### config.mk
export PLATFORM = sky130hd
export DESIGN_NAME = mult_mac_pipe_flat
export DESIGN_NICKNAME = d
export VERILOG_FILES = /design/src/rtl/mult_pkg.sv /design/src/rtl/mult_mac_pipe_if.sv /design/src/rtl/pipe_delay.sv /design/src/rtl/mult_mac_pipe.sv /design/src/flat_wrapper.sv
export SDC_FILE = /design/constraint.sdc
export NUM_CORES = 2
export LEC_CHECK = 0
export BUFFER_PORTS_ARGS = -buffer_cell sky130_fd_sc_hd__clkbuf_2
export CORE_ASPECT_RATIO = 1.1
export CORE_MARGIN = 4
export CORE_UTILIZATION = 60
export DETAILED_ROUTE_END_ITERATION = 10
export PLACE_DENSITY = 0.85
export SLEW_MARGIN = 15
export SYNTH_ARGS = -nofsm -noshare
export SYNTH_HDL_FRONTEND = slang
export SYNTH_SLANG_ARGS = --single-unit
### constraint.sdc
create_clock -name clk -period 14.75 [get_ports clk]
set_input_delay 2.95 -clock clk [delete_from_list [all_inputs] [get_ports clk]]
set_output_delay 2.95 -clock clk [all_outputs]
set_load 0.005 [all_outputs]
### src/rtl/mult_pkg.sv
// Shared defaults, product-width helper and parameter legality check for the
// mult_mac_pipe datapath.
package mult_pkg;

  localparam int A_W_DEF    = 36;
  localparam int B_W_DEF    = 36;
  localparam int STAGES_DEF = 3;
  localparam int ACC_W_DEF  = 80;

  function automatic int prod_w(input int a_w, input int b_w);
    return a_w + b_w;
  endfunction

  function automatic bit params_ok(input int a_w, input int b_w,
                                   input int stages, input int acc_w);
    return (a_w >= 2) && (a_w <= 64) &&
           (b_w >= 2) && (b_w <= 64) &&
           (stages >= 2) && (stages <= 8) &&
           (acc_w >= prod_w(a_w, b_w));
  endfunction

endpackage

### src/rtl/mult_mac_pipe_if.sv
// Operand/result bundle of the multiply-accumulate pipe; the core uses the
// slave side, the producer/consumer the master side.
interface mult_mac_pipe_if
  import mult_pkg::*;
#(
  parameter int A_W   = A_W_DEF,
  parameter int B_W   = B_W_DEF,
  parameter int ACC_W = ACC_W_DEF
);

  logic                          ce;
  logic                          valid_in;
  logic                          acc_en;
  logic                          acc_clr;
  logic signed [A_W-1:0]         data_a;
  logic signed [B_W-1:0]         data_b;
  logic                          valid_out;
  logic signed [A_W+B_W-1:0]     mult_result;
  logic signed [ACC_W-1:0]       acc_result;
  logic                          acc_ovf;

  modport master (
    output ce, valid_in, acc_en, acc_clr, data_a, data_b,
    input  valid_out, mult_result, acc_result, acc_ovf
  );

  modport slave (
    input  ce, valid_in, acc_en, acc_clr, data_a, data_b,
    output valid_out, mult_result, acc_result, acc_ovf
  );

endinterface

### src/rtl/pipe_delay.sv
// WIDTH x DEPTH shift register with clock enable; DEPTH=0 degenerates to a wire.
module pipe_delay #(
  parameter int WIDTH = 1,
  parameter int DEPTH = 1
) (
  input  logic             clk,
  input  logic             rst,
  input  logic             ce,
  input  logic [WIDTH-1:0] din,
  output logic [WIDTH-1:0] dout
);

  if (DEPTH == 0) begin : g_wire
    assign dout = din;
  end else begin : g_regs
    logic [WIDTH-1:0] sr [DEPTH];

    always_ff @(posedge clk or posedge rst) begin
      if (rst) begin
        for (int i = 0; i < DEPTH; i++) sr[i] <= '0;
      end else if (ce) begin
        sr[0] <= din;
        for (int i = 1; i < DEPTH; i++) sr[i] <= sr[i-1];
      end
    end

    assign dout = sr[DEPTH-1];
  end

endmodule

### src/rtl/mult_mac_pipe.sv
// Pipelined full-precision signed multiplier with a tagged running accumulator
// and sticky signed-overflow flag; ce stalls every register in the pipe.
module mult_mac_pipe
  import mult_pkg::*;
#(
  parameter int A_W    = A_W_DEF,
  parameter int B_W    = B_W_DEF,
  parameter int STAGES = STAGES_DEF,
  parameter int ACC_W  = ACC_W_DEF
) (
  input  logic           clk,
  input  logic           rst,
  mult_mac_pipe_if.slave bus
);

  localparam int P_W = prod_w(A_W, B_W);

  if (!params_ok(A_W, B_W, STAGES, ACC_W)) begin : g_bad_params
    $fatal(1, "mult_mac_pipe: illegal A_W/B_W/STAGES/ACC_W combination");
  end

  logic                  s1_valid, s1_en, s1_clr;
  logic signed [A_W-1:0] s1_a;
  logic signed [B_W-1:0] s1_b;

  // Tags of a bubble are dropped here so later stages only need to look at valid.
  always_ff @(posedge clk or posedge rst) begin
    if (rst) begin
      s1_valid <= 1'b0;
      s1_en    <= 1'b0;
      s1_clr   <= 1'b0;
      s1_a     <= '0;
      s1_b     <= '0;
    end else if (bus.ce) begin
      s1_valid <= bus.valid_in;
      s1_en    <= bus.valid_in & bus.acc_en;
      s1_clr   <= bus.valid_in & bus.acc_clr;
      s1_a     <= bus.data_a;
      s1_b     <= bus.data_b;
    end
  end

  logic signed [P_W-1:0] a_ext, b_ext, prod;
  assign a_ext = P_W'(s1_a);
  assign b_ext = P_W'(s1_b);
  assign prod  = a_ext * b_ext;

  logic [P_W+2:0]        dly_in, dly_out;
  logic                  d_valid, d_en, d_clr;
  logic signed [P_W-1:0] d_prod;

  assign dly_in = {s1_valid, s1_en, s1_clr, prod};

  pipe_delay #(
    .WIDTH (P_W + 3),
    .DEPTH (STAGES - 2)
  ) u_delay (
    .clk  (clk),
    .rst  (rst),
    .ce   (bus.ce),
    .din  (dly_in),
    .dout (dly_out)
  );

  assign d_valid = dly_out[P_W+2];
  assign d_en    = dly_out[P_W+1];
  assign d_clr   = dly_out[P_W];
  assign d_prod  = dly_out[P_W-1:0];

  logic                    valid_q, ovf_q, ovf_now;
  logic signed [P_W-1:0]   mult_q;
  logic signed [ACC_W-1:0] acc_q, acc_ext, acc_sum;

  assign acc_ext = ACC_W'(d_prod);
  assign acc_sum = acc_q + acc_ext;
  assign ovf_now = (acc_q[ACC_W-1] == acc_ext[ACC_W-1]) &&
                   (acc_sum[ACC_W-1] != acc_q[ACC_W-1]);

  always_ff @(posedge clk or posedge rst) begin
    if (rst) begin
      valid_q <= 1'b0;
      mult_q  <= '0;
      acc_q   <= '0;
      ovf_q   <= 1'b0;
    end else if (bus.ce) begin
      valid_q <= d_valid;
      if (d_valid) begin
        mult_q <= d_prod;
        if (d_clr) begin
          acc_q <= acc_ext;
          ovf_q <= 1'b0;
        end else if (d_en) begin
          acc_q <= acc_sum;
          ovf_q <= ovf_q | ovf_now;
        end
      end
    end
  end

  assign bus.valid_out   = valid_q;
  assign bus.mult_result = mult_q;
  assign bus.acc_result  = acc_q;
  assign bus.acc_ovf     = ovf_q;

endmodule
### src/flat_wrapper.sv
// flat-port wrapper written by rule: the top's interface ports become plain ports
module mult_mac_pipe_flat import mult_pkg::*;
#(
  parameter int A_W    = A_W_DEF,
  parameter int B_W    = B_W_DEF,
  parameter int STAGES = STAGES_DEF,
  parameter int ACC_W  = ACC_W_DEF
)
  (clk, rst, bus_ce, bus_valid_in, bus_acc_en, bus_acc_clr, bus_data_a, bus_data_b, bus_valid_out, bus_mult_result, bus_acc_result, bus_acc_ovf);
  mult_mac_pipe_if #(.A_W(A_W), .B_W(B_W), .ACC_W(ACC_W)) bus_i ();
  input  logic clk;
  input  logic rst;
  input wire logic [$bits(bus_i.ce)-1:0] bus_ce;
  input wire logic [$bits(bus_i.valid_in)-1:0] bus_valid_in;
  input wire logic [$bits(bus_i.acc_en)-1:0] bus_acc_en;
  input wire logic [$bits(bus_i.acc_clr)-1:0] bus_acc_clr;
  input wire logic [$bits(bus_i.data_a)-1:0] bus_data_a;
  input wire logic [$bits(bus_i.data_b)-1:0] bus_data_b;
  output wire logic [$bits(bus_i.valid_out)-1:0] bus_valid_out;
  output wire logic [$bits(bus_i.mult_result)-1:0] bus_mult_result;
  output wire logic [$bits(bus_i.acc_result)-1:0] bus_acc_result;
  output wire logic [$bits(bus_i.acc_ovf)-1:0] bus_acc_ovf;
  assign bus_i.ce = bus_ce;
  assign bus_i.valid_in = bus_valid_in;
  assign bus_i.acc_en = bus_acc_en;
  assign bus_i.acc_clr = bus_acc_clr;
  assign bus_i.data_a = bus_data_a;
  assign bus_i.data_b = bus_data_b;
  assign bus_valid_out = bus_i.valid_out;
  assign bus_mult_result = bus_i.mult_result;
  assign bus_acc_result = bus_i.acc_result;
  assign bus_acc_ovf = bus_i.acc_ovf;
  mult_mac_pipe #(.A_W(A_W), .B_W(B_W), .STAGES(STAGES), .ACC_W(ACC_W)) u_core (.clk(clk), .rst(rst), .bus(bus_i));
endmodule
==> results.sh <==
export IMPL_drive_above_1_share_pct=9.37
export IMPL_numCtsBuffers=38
export IMPL_antenna_found_initial=3
export IMPL_first_iter_violations=3934
export IMPL_start_kind="register"
export IMPL_synthTopCellsByArea="fa_1 44%, dfrtp_1 12%, inv_1 8.1%, ha_1 6.0%, and2_1 5.8%"
export IMPL_fp_dieH_um=346
export IMPL_yosysSeqAreaShare_pct=12.2
export IMPL_port_buffers=231
export IMPL_worstSetupPathType="reg2reg"
export IMPL_gr_usage_met1_pct=42.7
export IMPL_max_slew_margin_rel_pct=22.9
export IMPL_finalHoldViolations=0
export IMPL_cp_arrival_ns=9.97
export IMPL_ant_nets=0
export IMPL_clk_pin_slew_ns=0.06
export IMPL_cts_tree="built"
export IMPL_die_w_um=315
export IMPL_use_met2_pct=54.2
export IMPL_rows=123
export IMPL_place_gp_congestion=0.999
export IMPL_firstDrtPassIters=9
export IMPL_dp_hpwl_um=139000
export IMPL_grt_use_met3_pct=8.50
export IMPL_fin_tns_setup_ns=0
export IMPL_syn_num_nets=8355
export IMPL_finalCriticalPeriod_ns=9.43
export IMPL_netlist_area_leader_share_pct=44.5
export IMPL_coreArea_um2=102000
export IMPL_grt_max_degree=101
export IMPL_cp_required_ns=15.28
export IMPL_hold_class="reg2reg"
export IMPL_rsz0062_at_grt="false"
export IMPL_fmax_ghz=0.106
export IMPL_wl_per_cell_um=22.8
export IMPL_status="complete, no violations"
export IMPL_synth_top_area_cell="fa_1"
export IMPL_fin_skew_ns=0.0500
export IMPL_crit_fanout=22
export IMPL_hold_buffers=0
export IMPL_ys_warn_count=0
export IMPL_grt_usage_pct=34.3
export IMPL_start_util_pct=60.6
export IMPL_cts_root_buf="clkbuf_16"
export IMPL_grt_pass1_wl_um=288000
export IMPL_clk_latency_ns=0.64
export IMPL_yosysUniqueCellTypes=82
export IMPL_dieArea_um2=109000
export IMPL_ys_flop_type="dfrtp_1"
export IMPL_synth_edf_count=0
export IMPL_finalSetupViolCount=0
export IMPL_drcViolationCount=0
export IMPL_grt_overflow=0
export IMPL_area_growth_pct=5.27
export IMPL_cts_max_path_buffers=3
export IMPL_final_max_slew_violation_count=0
export IMPL_cts_resized_gates=0
export IMPL_postCtsSetupBuffers=0
export IMPL_num_vias=46900
export IMPL_syn_cell_area_um2=62100
export IMPL_async_reset_ff_share_pct=100
export IMPL_drt_wl_total_um=181000
export IMPL_crit_path_end_kind="register"
export IMPL_grt_pass1_vias=51900
export IMPL_tightest_slew_ns=1.16
export IMPL_avgSynthCellArea_um2=9.42
export IMPL_io_pins=232
export IMPL_grt_busiest_layer="met2"
export IMPL_synthCells=6599
export IMPL_ys_ff_latch=304
export IMPL_maxCapViolCount=0
export IMPL_vias_per_cell=5.90
export IMPL_clkSinkCount=304
export IMPL_num_nets_final=8301
export IMPL_finalCritPeriodShare_pct=63.9
export IMPL_ctsHtreeMaxLevel=2
layer usage:
layer  part of all wire (%)  vias to the layer above
met4                    8.0                        6
met3                     11                      832
met1                     36                    23500
li1                       -                    19700
met5                  0.025                        -
met2                     45                     2926
sequential cells by signal (all words and copies together), names as in the netlist:
name and cells:
u_core.s1_b 36, u_core.s1_a 36, u_core.bus.acc_ovf 1, u_core.s1_en 1, u_core.bus.mult_result 72, u_core.s1_clr 1, u_core.s1_valid 1, u_core.bus.valid_out 1
u_core.u_delay.dout 75, u_core.bus.acc_result 80
metrics by stage:
stage / setup slack, ns / instances / area [um2] / utilization [%] / hold WS, ns
after floorplan: 3.40 / 6599 / 62100 / - / 0.453
after global placement: 5.37 / 7880 / 64100 / 62.5 / 0.461
after detailed placement: 5.11 / 7880 / 64100 / 62.5 / 0.479
after CTS: 5.07 / 7949 / 65400 / 63.8 / 0.494
after global routing: 4.89 / 7949 / 65400 / 63.8 / 0.521
final: 5.32 / 7951 / 65400 / 63.8 / 0.492
logic make-up after synthesis:
kind of cell             Yosys count  synth area share [%]
AO/OA/AOI/OAI                    676                  6.69
XOR/XNOR                         139                  1.96
buffers and inverters           1729                  10.5
flip-flops                       304                  12.2
AND/OR/NAND/NOR                 1857                  14.3
adder cells (fa/ha/maj)         1678                  50.5
multiplexers                     216                  3.89
Yosys cell counts (4+ instances only):
master	count
o31a_1	4
and2_1	578
nor2_1	179
mux2_2	201
nor2b_1	16
a21o_1	69
o2111ai_1	4
o21ai_0	180
a21boi_0	7
buf_2	4
o21ai_1	7
o21bai_1	26
a31oi_1	20
o21a_1	22
and3_1	28
dfrtp_1	304
a221oi_1	8
nand3_1	42
buf_1	7
a21oi_1	227
o22ai_1	7
nand4_1	39
clkbuf_1	384
inv_1	1333
nand2b_1	21
nor3_1	27
o31ai_1	11
or2_2	4
nor4_1	5
o211ai_1	12
xnor2_1	91
xor2_1	48
nand2_1	894
ha_1	298
a211o_1	5
a211oi_1	23
mux2i_1	14
or3_1	10
fa_1	1380
final timing paths:
kind                                      startpoint                    endpoint  slack (ns)  cells past startpoint
max                                   u_core.s1_b[6]     u_core.u_delay.dout[71]        5.32                     27
min                        u_core.bus.mult_result[1]   u_core.bus.mult_result[1]        0.49                      2
max reg2reg                           u_core.s1_b[6]     u_core.u_delay.dout[71]        5.32                     27
min reg2reg                u_core.bus.mult_result[1]   u_core.bus.mult_result[1]        0.49                      2
max in group asynchronous                        rst     u_core.u_delay.dout[72]        9.77                      4
min in group asynchronous                        rst  u_core.bus.mult_result[25]        2.54                      2
worst max-delay path: stages (launching register included):
cell and delay [ns]:
dfrtp_1 0.91, buf_4 0.38, nand2_1 0.12, inv_1 0.16, fa_1 0.46, fa_1 0.51, fa_1 0.82, inv_1 0.32
fa_1 0.56, inv_1 0.06, fa_1 0.48, fa_1 0.50, fa_1 0.49, inv_1 0.05, fa_1 0.48, inv_1 0.04
ha_1 0.35, a21oi_1 0.22, o21ai_1 0.15, or3_1 0.38, a21oi_1 0.23, nor3_1 0.10, a221o_1 0.38, or4_4 0.55
a41oi_2 0.23, o21ai_0 0.15, xnor2_1 0.14, a21oi_1 0.15
area by class of cell:
cell class                      count  area (um2)
Multi-Input combinational cell   4566       48000
Fill cell                        8124       37100
Sequential cell                   304        7630
Inverter                         1333        5010
Tap cell                         1375        1720
Timing Repair Buffer              302        1700
Clock buffer                       50        1090
Clock inverter                     19         220
Antenna cell                        2        5.00
cells in the final DEF, fill, tap and decap left out, types with 8 or more instances in the layout:
cell type,instances
or3_1,10
o21bai_1,26
nand3_1,42
nor3_1,27
a221oi_1,8
nand2_1,893
nor2_1,179
a211oi_1,23
xor2_1,48
ha_1,298
a21o_1,69
nor2b_1,16
buf_4,71
o31ai_1,11
a21oi_1,227
clkbuf_16,38
a31oi_1,20
fa_1,1380
and3_1,28
xnor2_1,91
clkbuf_8,9
o21ai_0,179
mux2i_1,14
and2_1,577
inv_1,1332
nand2b_1,21
o211ai_1,12
nand4_1,39
dfrtp_2,17
dfrtp_1,286
clkbuf_2,230
mux2_2,201
o21a_1,22
Power is not shown: default switching activity piles up to over one toggle a cycle in this logic, so the estimate is an artifact.
